==> src/rtl/evo_harness_pkg.sv <==
// Shared types and helpers for the evolved-circuit response harness.
package evo_harness_pkg;

    // Sweep sequencer states.
    typedef enum logic [2:0] {
        StIdle,
        StSettle,
        StSample,
        StReport,
        StDone
    } state_e;

    // Width of a counter that must hold the value `samples` exactly.
    function automatic int unsigned cnt_w(input int unsigned samples);
        return $clog2(samples + 1);
    endfunction

endpackage

==> src/rtl/bit_sync.sv <==
// Two-flop synchronizer for a single asynchronous DUT output.
module bit_sync (
    input  logic clk,
    input  logic rst_n,
    input  logic d,
    output logic q
);

    logic meta_q;
    logic sync_q;

    // Shift the asynchronous input through two flops; reset clears both.
    always_ff @(posedge clk or negedge rst_n) begin
        if (!rst_n) begin
            meta_q <= 1'b0;
            sync_q <= 1'b0;
        end else begin
            meta_q <= d;
            sync_q <= meta_q;
        end
    end

    assign q = sync_q;

endmodule

==> src/rtl/evo_response_sampler.sv <==
// Sweeps every input vector into an evolved circuit, settles, samples its
// output and reports ones/toggle counts per vector over a valid/ready port.
module evo_response_sampler
    import evo_harness_pkg::*;
#(
    parameter int unsigned IN_WIDTH      = 2,
    parameter int unsigned SETTLE_CYCLES = 16,
    parameter int unsigned SAMPLES       = 8
) (
    input  logic                         clk,
    input  logic                         rst_n,
    input  logic                         start,
    output logic                         busy,
    output logic                         done,
    output logic [IN_WIDTH-1:0]          dut_in,
    input  logic                         dut_out,
    output logic                         result_valid,
    input  logic                         result_ready,
    output logic [IN_WIDTH-1:0]          result_vec,
    output logic [cnt_w(SAMPLES)-1:0]    result_ones,
    output logic [cnt_w(SAMPLES)-1:0]    result_toggles,
    output logic                         result_value,
    output logic                         result_stable
);

    localparam int unsigned CW = cnt_w(SAMPLES);
    localparam int unsigned SW = $clog2(SETTLE_CYCLES + 1);

    state_e              state_q, state_d;
    logic [IN_WIDTH-1:0] vec_q;
    logic [SW-1:0]       settle_q;
    logic [CW-1:0]       samp_q;
    logic [CW-1:0]       ones_q;
    logic [CW-1:0]       tog_q;
    logic                prev_q;
    logic                dut_sync;
    logic                settle_last;
    logic                sample_last;
    logic                vec_last;

    bit_sync u_sync (
        .clk   (clk),
        .rst_n (rst_n),
        .d     (dut_out),
        .q     (dut_sync)
    );

    assign settle_last = (settle_q == SW'(SETTLE_CYCLES - 1));
    assign sample_last = (samp_q == CW'(SAMPLES - 1));
    assign vec_last    = &vec_q;

    // State register.
    always_ff @(posedge clk or negedge rst_n) begin
        if (!rst_n) begin
            state_q <= StIdle;
        end else begin
            state_q <= state_d;
        end
    end

    // Next-state logic for the sweep sequencer.
    always_comb begin
        state_d = state_q;
        unique case (state_q)
            StIdle:   if (start) state_d = StSettle;
            StSettle: if (settle_last) state_d = StSample;
            StSample: if (sample_last) state_d = StReport;
            StReport: begin
                if (result_ready) state_d = vec_last ? StDone : StSettle;
            end
            StDone:   state_d = StIdle;
            default:  state_d = StIdle;
        endcase
    end

    // Vector, settle/sample counters and the ones/toggle accumulators.
    always_ff @(posedge clk or negedge rst_n) begin
        if (!rst_n) begin
            vec_q    <= '0;
            settle_q <= '0;
            samp_q   <= '0;
            ones_q   <= '0;
            tog_q    <= '0;
            prev_q   <= 1'b0;
        end else begin
            unique case (state_q)
                StIdle: begin
                    vec_q    <= '0;
                    settle_q <= '0;
                end
                StSettle: begin
                    settle_q <= settle_last ? '0 : settle_q + SW'(1);
                    samp_q   <= '0;
                    ones_q   <= '0;
                    tog_q    <= '0;
                end
                StSample: begin
                    samp_q <= samp_q + CW'(1);
                    ones_q <= ones_q + CW'(dut_sync);
                    // The first sample has no predecessor within this vector.
                    if (samp_q != '0) begin
                        tog_q <= tog_q + CW'(dut_sync != prev_q);
                    end
                    prev_q <= dut_sync;
                end
                StReport: begin
                    // Results stay frozen until accepted; the next vector
                    // appears on dut_in exactly at SETTLE entry.
                    if (result_ready) begin
                        vec_q <= vec_last ? '0 : vec_q + IN_WIDTH'(1);
                    end
                end
                StDone: begin
                    vec_q <= '0;
                end
                default: begin
                    vec_q <= '0;
                end
            endcase
        end
    end

    // Outputs decoded from state and the held accumulators.
    always_comb begin
        busy           = (state_q == StSettle) || (state_q == StSample) ||
                         (state_q == StReport);
        done           = (state_q == StDone);
        result_valid   = (state_q == StReport);
        dut_in         = vec_q;
        result_vec     = vec_q;
        result_ones    = ones_q;
        result_toggles = tog_q;
        result_value   = (ones_q > CW'(SAMPLES / 2));
        // Qualified so the field reads 0 whenever no result is presented.
        result_stable  = (state_q == StReport) && (tog_q == '0);
    end

endmodule

==> config.mk <==
export PLATFORM = sky130hd
export DESIGN_NAME = evo_response_sampler
export DESIGN_NICKNAME = d
export VERILOG_FILES = /design/src/rtl/evo_harness_pkg.sv /design/src/rtl/bit_sync.sv /design/src/rtl/evo_response_sampler.sv
export SDC_FILE = /design/constraint.sdc
export NUM_CORES = 1
export LEC_CHECK = 0
export BUFFER_PORTS_ARGS = -buffer_cell sky130_fd_sc_hd__buf_2
export CAP_MARGIN = 20
export CORE_UTILIZATION = 55
export DETAILED_ROUTE_END_ITERATION = 6
export PLACE_DENSITY = 0.8
export SLEW_MARGIN = 20
export SYNTH_ARGS = -nofsm -noshare
export SYNTH_HDL_FRONTEND = slang
export SYNTH_SLANG_ARGS = --single-unit
==> constraint.sdc <==
create_clock -name clk -period 1.7 [get_ports clk]
set_input_delay 0.085 -clock clk [delete_from_list [all_inputs] [get_ports clk]]
set_output_delay 0.085 -clock clk [all_outputs]
set_load 0.02 [all_outputs]
==> flow_summary.ini, run 1 <==
[setup_path]
end_kind = primary output
startpoint_type = flip-flop
cp.arrival_ns = 1.54
critPathKind = flip-flop to primary output
cp_max_fo = 2
crit_required_ns = 1.62

[timing]
tns_ns = 0
finalHoldViolCount = 0
finalSetupViolCount = 0
worst_pin_slew_ns = 0.557
fmax_mhz = 617
worst_clock_skew_ns = 0.0114
worst_slack_ns = 0.0798
slew_headroom_pct = 62.9
grt_setup_unrepaired = true
fin_crit_sh_pct = 95.3
drv_slew = 0
min_period_ns = 1.62

[status]
status = complete, no violations

[global_route]
grt-ovfl-total = 0
met2_usage_pct = 40.6
grt_max_degree = 26
grt_pass1_wl_um = 4730
grt_use_total_pct = 23.5
met3_usage_pct = 4.06
busiest_layer = met2
grt_antenna_before_repair = 0
grt_pass1_vias = 1105
grt_util_met1_pct = 29.0

[clocking]
cts_max_path_buffers = 2
clk_pin_slew_ns = 0.15
clk-insertion-delay-late_ns = 0.32
numClockSinks = 25
cts_tree = done
clk_root_buffer_cell = clkbuf_4
cts_htree_levels = 1
numCtsBuffers = 3

[routing]
drt-wirelength-per-cell_um = 14.7
drtIter0Drc = 29
drt_pre_antenna_iters = 6
via_per_inst = 5.90
drc_errors = 0
postRouteAntennaNets = 0
num_vias = 1169
wl_um = 2920

[power]
ir_drop_mv = 0.642
p_leak_nw = 0.843
powerDensity_nw_per_um2 = 938
power.total_w = 0.00149

[yosys]
ys.flop_type = dfrtp_1
avgSynthCellArea_um2 = 9.59
yosysSeqAreaShare_pct = 45.0
synth_nets = 158
synth-seq-cells = 25
syn-instance-count = 145
yosys_warnings = 0
synth_edf_count = 0
synthArstFlopShare_pct = 100
ys_types = 38
syn_area_um2 = 1390

[floorplan]
core_um2 = 2300
dieArea_um2 = 2730
dieHeight_um = 52.3
rows = 17
fp.dieW_um = 52.3
initial_core_util_pct = 60.5
io_pins = 22

[final_layout]
fin_util_pct = 69.3
synthToLayoutAreaGrowth_pct = 14.6
final_area_um2 = 1590
drive_gt1_share_pct = 22.9
final_nets = 184
n_antenna_cell = 0
fillers = 174

[placed_design]
port_buffers = 21
placed_cell_area_um2 = 1510
dp_slack_ns = 0.226
globalplace.congestion = 0.797
hpwlAfterDp_um = 2150

[hold_path]
min_path_type = input port to flip-flop

[job]
drv_cap = 0
synthesized netlist by cell type, types with 2 or more instances:
library cell / number / area, um^2
nand3_1: 6 / 30.0
a22oi_1: 3 / 22.5
nor4bb_1: 2 / 20.0
nand2b_1: 3 / 18.8
nand2_1: 17 / 63.8
a21oi_1: 7 / 35.0
nand4_1: 2 / 12.5
nor2b_1: 3 / 18.8
nor3_1: 3 / 15.0
o21ai_0: 13 / 65.1
buf_2: 5 / 25.0
mux2i_1: 6 / 60.1
inv_1: 8 / 30.0
clkbuf_1: 2 / 7.51
o22ai_1: 4 / 25.0
ha_1: 8 / 100
buf_4: 2 / 15.0
a31oi_1: 2 / 12.5
dfrtp_1: 25 / 626
and3_1: 4 / 25.0
nor2_1: 3 / 11.3
logic make-up (layout without fill, tap and decap cells):
kind of cell / Yosys count / in the layout / synth area share, %
muxes: 7 / 7 / 5.13
DFF: 25 / 25 / 45.0
xor gates and xnor gates: 1 / 1 / 0.630
buffers and inverters: 17 / 42 / 5.58
adders and majority gates: 8 / 8 / 7.20
AOI/OAI and AO/OA: 33 / 33 / 13.9
and+or+nand+nor: 54 / 54 / 22.6
area by class of cell:
cell class	instances	area (um^2)	area share, %
Clock inverter	1	5.00	0.314
Tap cell	28	35.0	2.20
Timing Repair Buffer	30	180	11.3
Multi-Input combinational cell	103	692	43.4
Clock buffer	3	22.5	1.41
Inverter	8	30.0	1.89
Sequential cell	25	628	39.4
per-stage QoR:
step	cells	hold slack, ns
after floorplan	145	-0.211
after global placement	189	0.102
after detailed placement	189	0.109
after CTS	197	0.0743
after global routing	198	0.0610
final	198	0.0767
registers in the layout (all words and copies together) (netlist names):
signal,count
dut_in,2
u_sync.q,1
settle_q,5
result_toggles,4
prev_q,1
result_ones,4
state_q,3
samp_q,4
u_sync.meta_q,1
worst max-delay path: stages, from the launching register on:
cell and delay, ns:
dfrtp_1 0.41, or4_1 0.53, nor3_2 0.11, buf_4 0.16
layout by cell type (no fill, tap or decap), types with 6 or more instances in the layout:
cell type and n:
o21ai_0 13, buf_4 8, dfrtp_1 23, buf_2 20, nand2_1 17, inv_1 8, mux2i_1 6, ha_1 8
nand3_1 6, a21oi_1 7
power breakdown:
group          switching, W  internal, W
combinational      0.000273     0.000189
clock              0.000189    0.0000881
sequential        0.0000859     0.000670
worst paths after layout:
path	start	end	slack, ns	depth (start not counted)
min in group asynchronous	rst_n	samp_q[3]	0.26	2
max reg2reg	samp_q[0]	result_toggles[2]	0.18	5
min reg2reg	u_sync.meta_q	u_sync.q	0.37	0
max in group asynchronous	rst_n	state_q[1]	1.04	2
min	result_ready	state_q[2]	0.08	2
max	result_toggles[2]	result_stable	0.08	3
timing repair:
| item | 4_1_cts | 5_1_grt |
|---|---|---|
| endpoints found under the hold margin | 26 | 0 |
| resized for setup | 0 | 4 |
| endpoints found under the setup margin | 1 | 3 |
| hold buffers | 2 | 0 |
| setup buffers | 2 | 1 |
layer usage:
metal / part of all wire [%] / wire (um)
met2: 50 / 1450
met4: 0.58 / 17
met3: 3.6 / 106
met1: 46 / 1340
met5: 0 / 0
Note: power is estimated with default switching activity, not from simulation.
==> run 2: changes to the inputs <==
SETUP_SLACK_MARGIN = 0.3   (was not set)
==> run 2 against run 1 <==
Compared with the run above: register-to-register slack better by 0.04 ns; non-clock buffer count is 17 higher; via count is 16% higher; setup slack got worse by 0.0057 ns; routed wire length is 32% higher; cell area up 15%; sequential power decreased by 0.9%; total power rose by 10%; critical endpoint unchanged; largest cell class unchanged.
==> flow_summary.ini, run 2 (synthesis results as in run 1) <==
[hold_path]
min_to = state_q[2]
hold_depth = 2
hp-start = result_ready
min_path_type = input port to flip-flop

[power]
swShare_pct = 37.2
p_sw_w = 0.000614
ir_drop_mv = 0.967
clock_power_share_pct = 16.9
powerDensity_nw_per_um2 = 897
internal_power_w = 0.00104
combPwrFrac_pct = 37.7
p_seq_share_pct = 45.4
p_leak_nw = 0.954

[timing]
min_period_ns = 1.63
worst_pin_slew_ns = 0.589
drv_slew = 0
worst_clock_skew_ns = 0.0109
slew_headroom_pct = 60.7
fmax_mhz = 615
finalHoldViolCount = 0
grt_setup_unrepaired = true
worst_slack_ns = 0.0741
tns_ns = 0
fin_crit_sh_pct = 95.6
finalSetupViolCount = 0

[routing]
num_vias = 1358
drt-wirelength-per-cell_um = 17.9
drt_pre_antenna_iters = 4
via_per_inst = 6.32
drtIter0Drc = 44
postRouteAntennaNets = 0
drc_errors = 0
wl_um = 3840

[final_layout]
largest_reg_flops = 5
final_nets = 201
drive_gt1_share_pct = 42.2
layout_commonest_cell = dfrtp_1
synthToLayoutAreaGrowth_pct = 32.3
multi_input_area_um2 = 773
final_cells = 215
layout_common_cells = dfrtp_1, buf_2, buf_4
seq_area_um2 = 629
final_area_um2 = 1840
n_antenna_cell = 0
fillers = 136
regMostFlops = settle_q

[global_route]
grt_pass1_vias = 1253
grt-ovfl-total = 0
grt_antenna_before_repair = 0
grt_max_degree = 26
grt_pass1_wl_um = 5640
grt_use_total_pct = 28.6

[placed_design]
dp_slack_ns = 0.260
globalplace.congestion = 0.791
hpwlAfterDp_um = 2050
placed_cell_area_um2 = 1520
port_buffers = 21
placedCellCount = 189

[clocking]
clk_pin_slew_ns = 0.14
numCtsBuffers = 3
cts_tree = done
cts_max_path_buffers = 2
cts_htree_levels = 1
clk_root_buffer_cell = clkbuf_4
numClockSinks = 25
clk-insertion-delay-late_ns = 0.34

[setup_path]
worstReg2RegEnd = state_q[0]
cpMaxStageDelayCell = or4_4
reg2reg_depth = 5
end_kind = primary output
r2r_setup_slack_ns = 0.22
cp_max_fo = 2
path_cells = or4_4 -> nor3_2 -> buf_4
crit_required_ns = 1.62
r2r-start = samp_q[1]
critPathKind = flip-flop to primary output
startpoint_type = flip-flop
cp.arrival_ns = 1.54
critical-path-max-stage-delay_ns = 0.53

[floorplan]
io_pins = 22
dieArea_um2 = 2730
initial_core_util_pct = 60.5
dieHeight_um = 52.3
fp.dieW_um = 52.3
rows = 17
core_um2 = 2300

[job]
drv_cap = 0

[status]
status = complete, no violations
-- run 2: repair_timing --
action / CTS / global route
hold endpoints to repair: 26 / 0
gates resized for setup: 19 / 24
hold buffers: 2 / 0
buffers inserted: 13 / 5
setup endpoints to repair: 9 / 15
pin swaps: 2 / 11
cloned: 2 / 0
-- run 2: per-layer routing --
metal  wire (um)  track usage [%]  vias up  part of all wire [%]
met1        1610             35.6      674                    42
met3         241             3.48       13                   6.3
li1            -                -      598                     -
met2        1880             48.1       73                    49
met5           0                0        -                     0
met4         114             15.4        0                   3.0
-- run 2: final cells by class --
| class | count | area share [%] |
|---|---|---|
| multi-input cells | 103 | 42.0 |
| flip-flops and latches | 25 | 34.2 |
| repair buffers | 47 | 18.4 |
| inverters | 8 | 1.97 |
| well taps | 28 | 1.90 |
| clock buffers | 3 | 1.22 |
| clock inverters | 1 | 0.272 |
-- run 2: worst max-delay path by stage --
stage,start,to,slack (ns),depth (start not counted)
floorplan,result_toggles[2],result_stable,0.31,2
global placement,state_q[2],prev_q,0.29,2
detailed placement,samp_q[0],result_toggles[1],0.26,5
CTS,result_toggles[2],result_stable,0.06,3
global route,result_toggles[2],result_stable,0.02,3
finish,result_toggles[2],result_stable,0.07,3
-- run 2: power by group through the flow --
stage / Combinational, W / Clock, W / Sequential, W
after detailed placement: 0.000458 / 0 / 0.000762
after CTS: 0.000548 / 0.000284 / 0.000743
final: 0.000622 / 0.000279 / 0.000749
after global placement: 0.000433 / 0 / 0.000755
after global routing: 0.000681 / 0.000312 / 0.000762
after floorplan: 0.000336 / 0 / 0.000750
-- run 2: metrics by stage --
step	total power, W	hold WS, ns	util [%]
final	0.00165	0.0893	80.1
after global placement	0.00119	0.104	66.1
after detailed placement	0.00122	0.108	66.1
after CTS	0.00158	0.0671	74.9
after floorplan	0.00109	-0.211	-
after global routing	0.00176	0.0779	80.1
-- run 2: critical path: cells and delay by family (launching register included) --
kind / cells / cell delay [ns]
and+or+nand+nor: 2 / 0.64
buffers and inverters: 1 / 0.15
DFF: 1 / 0.41
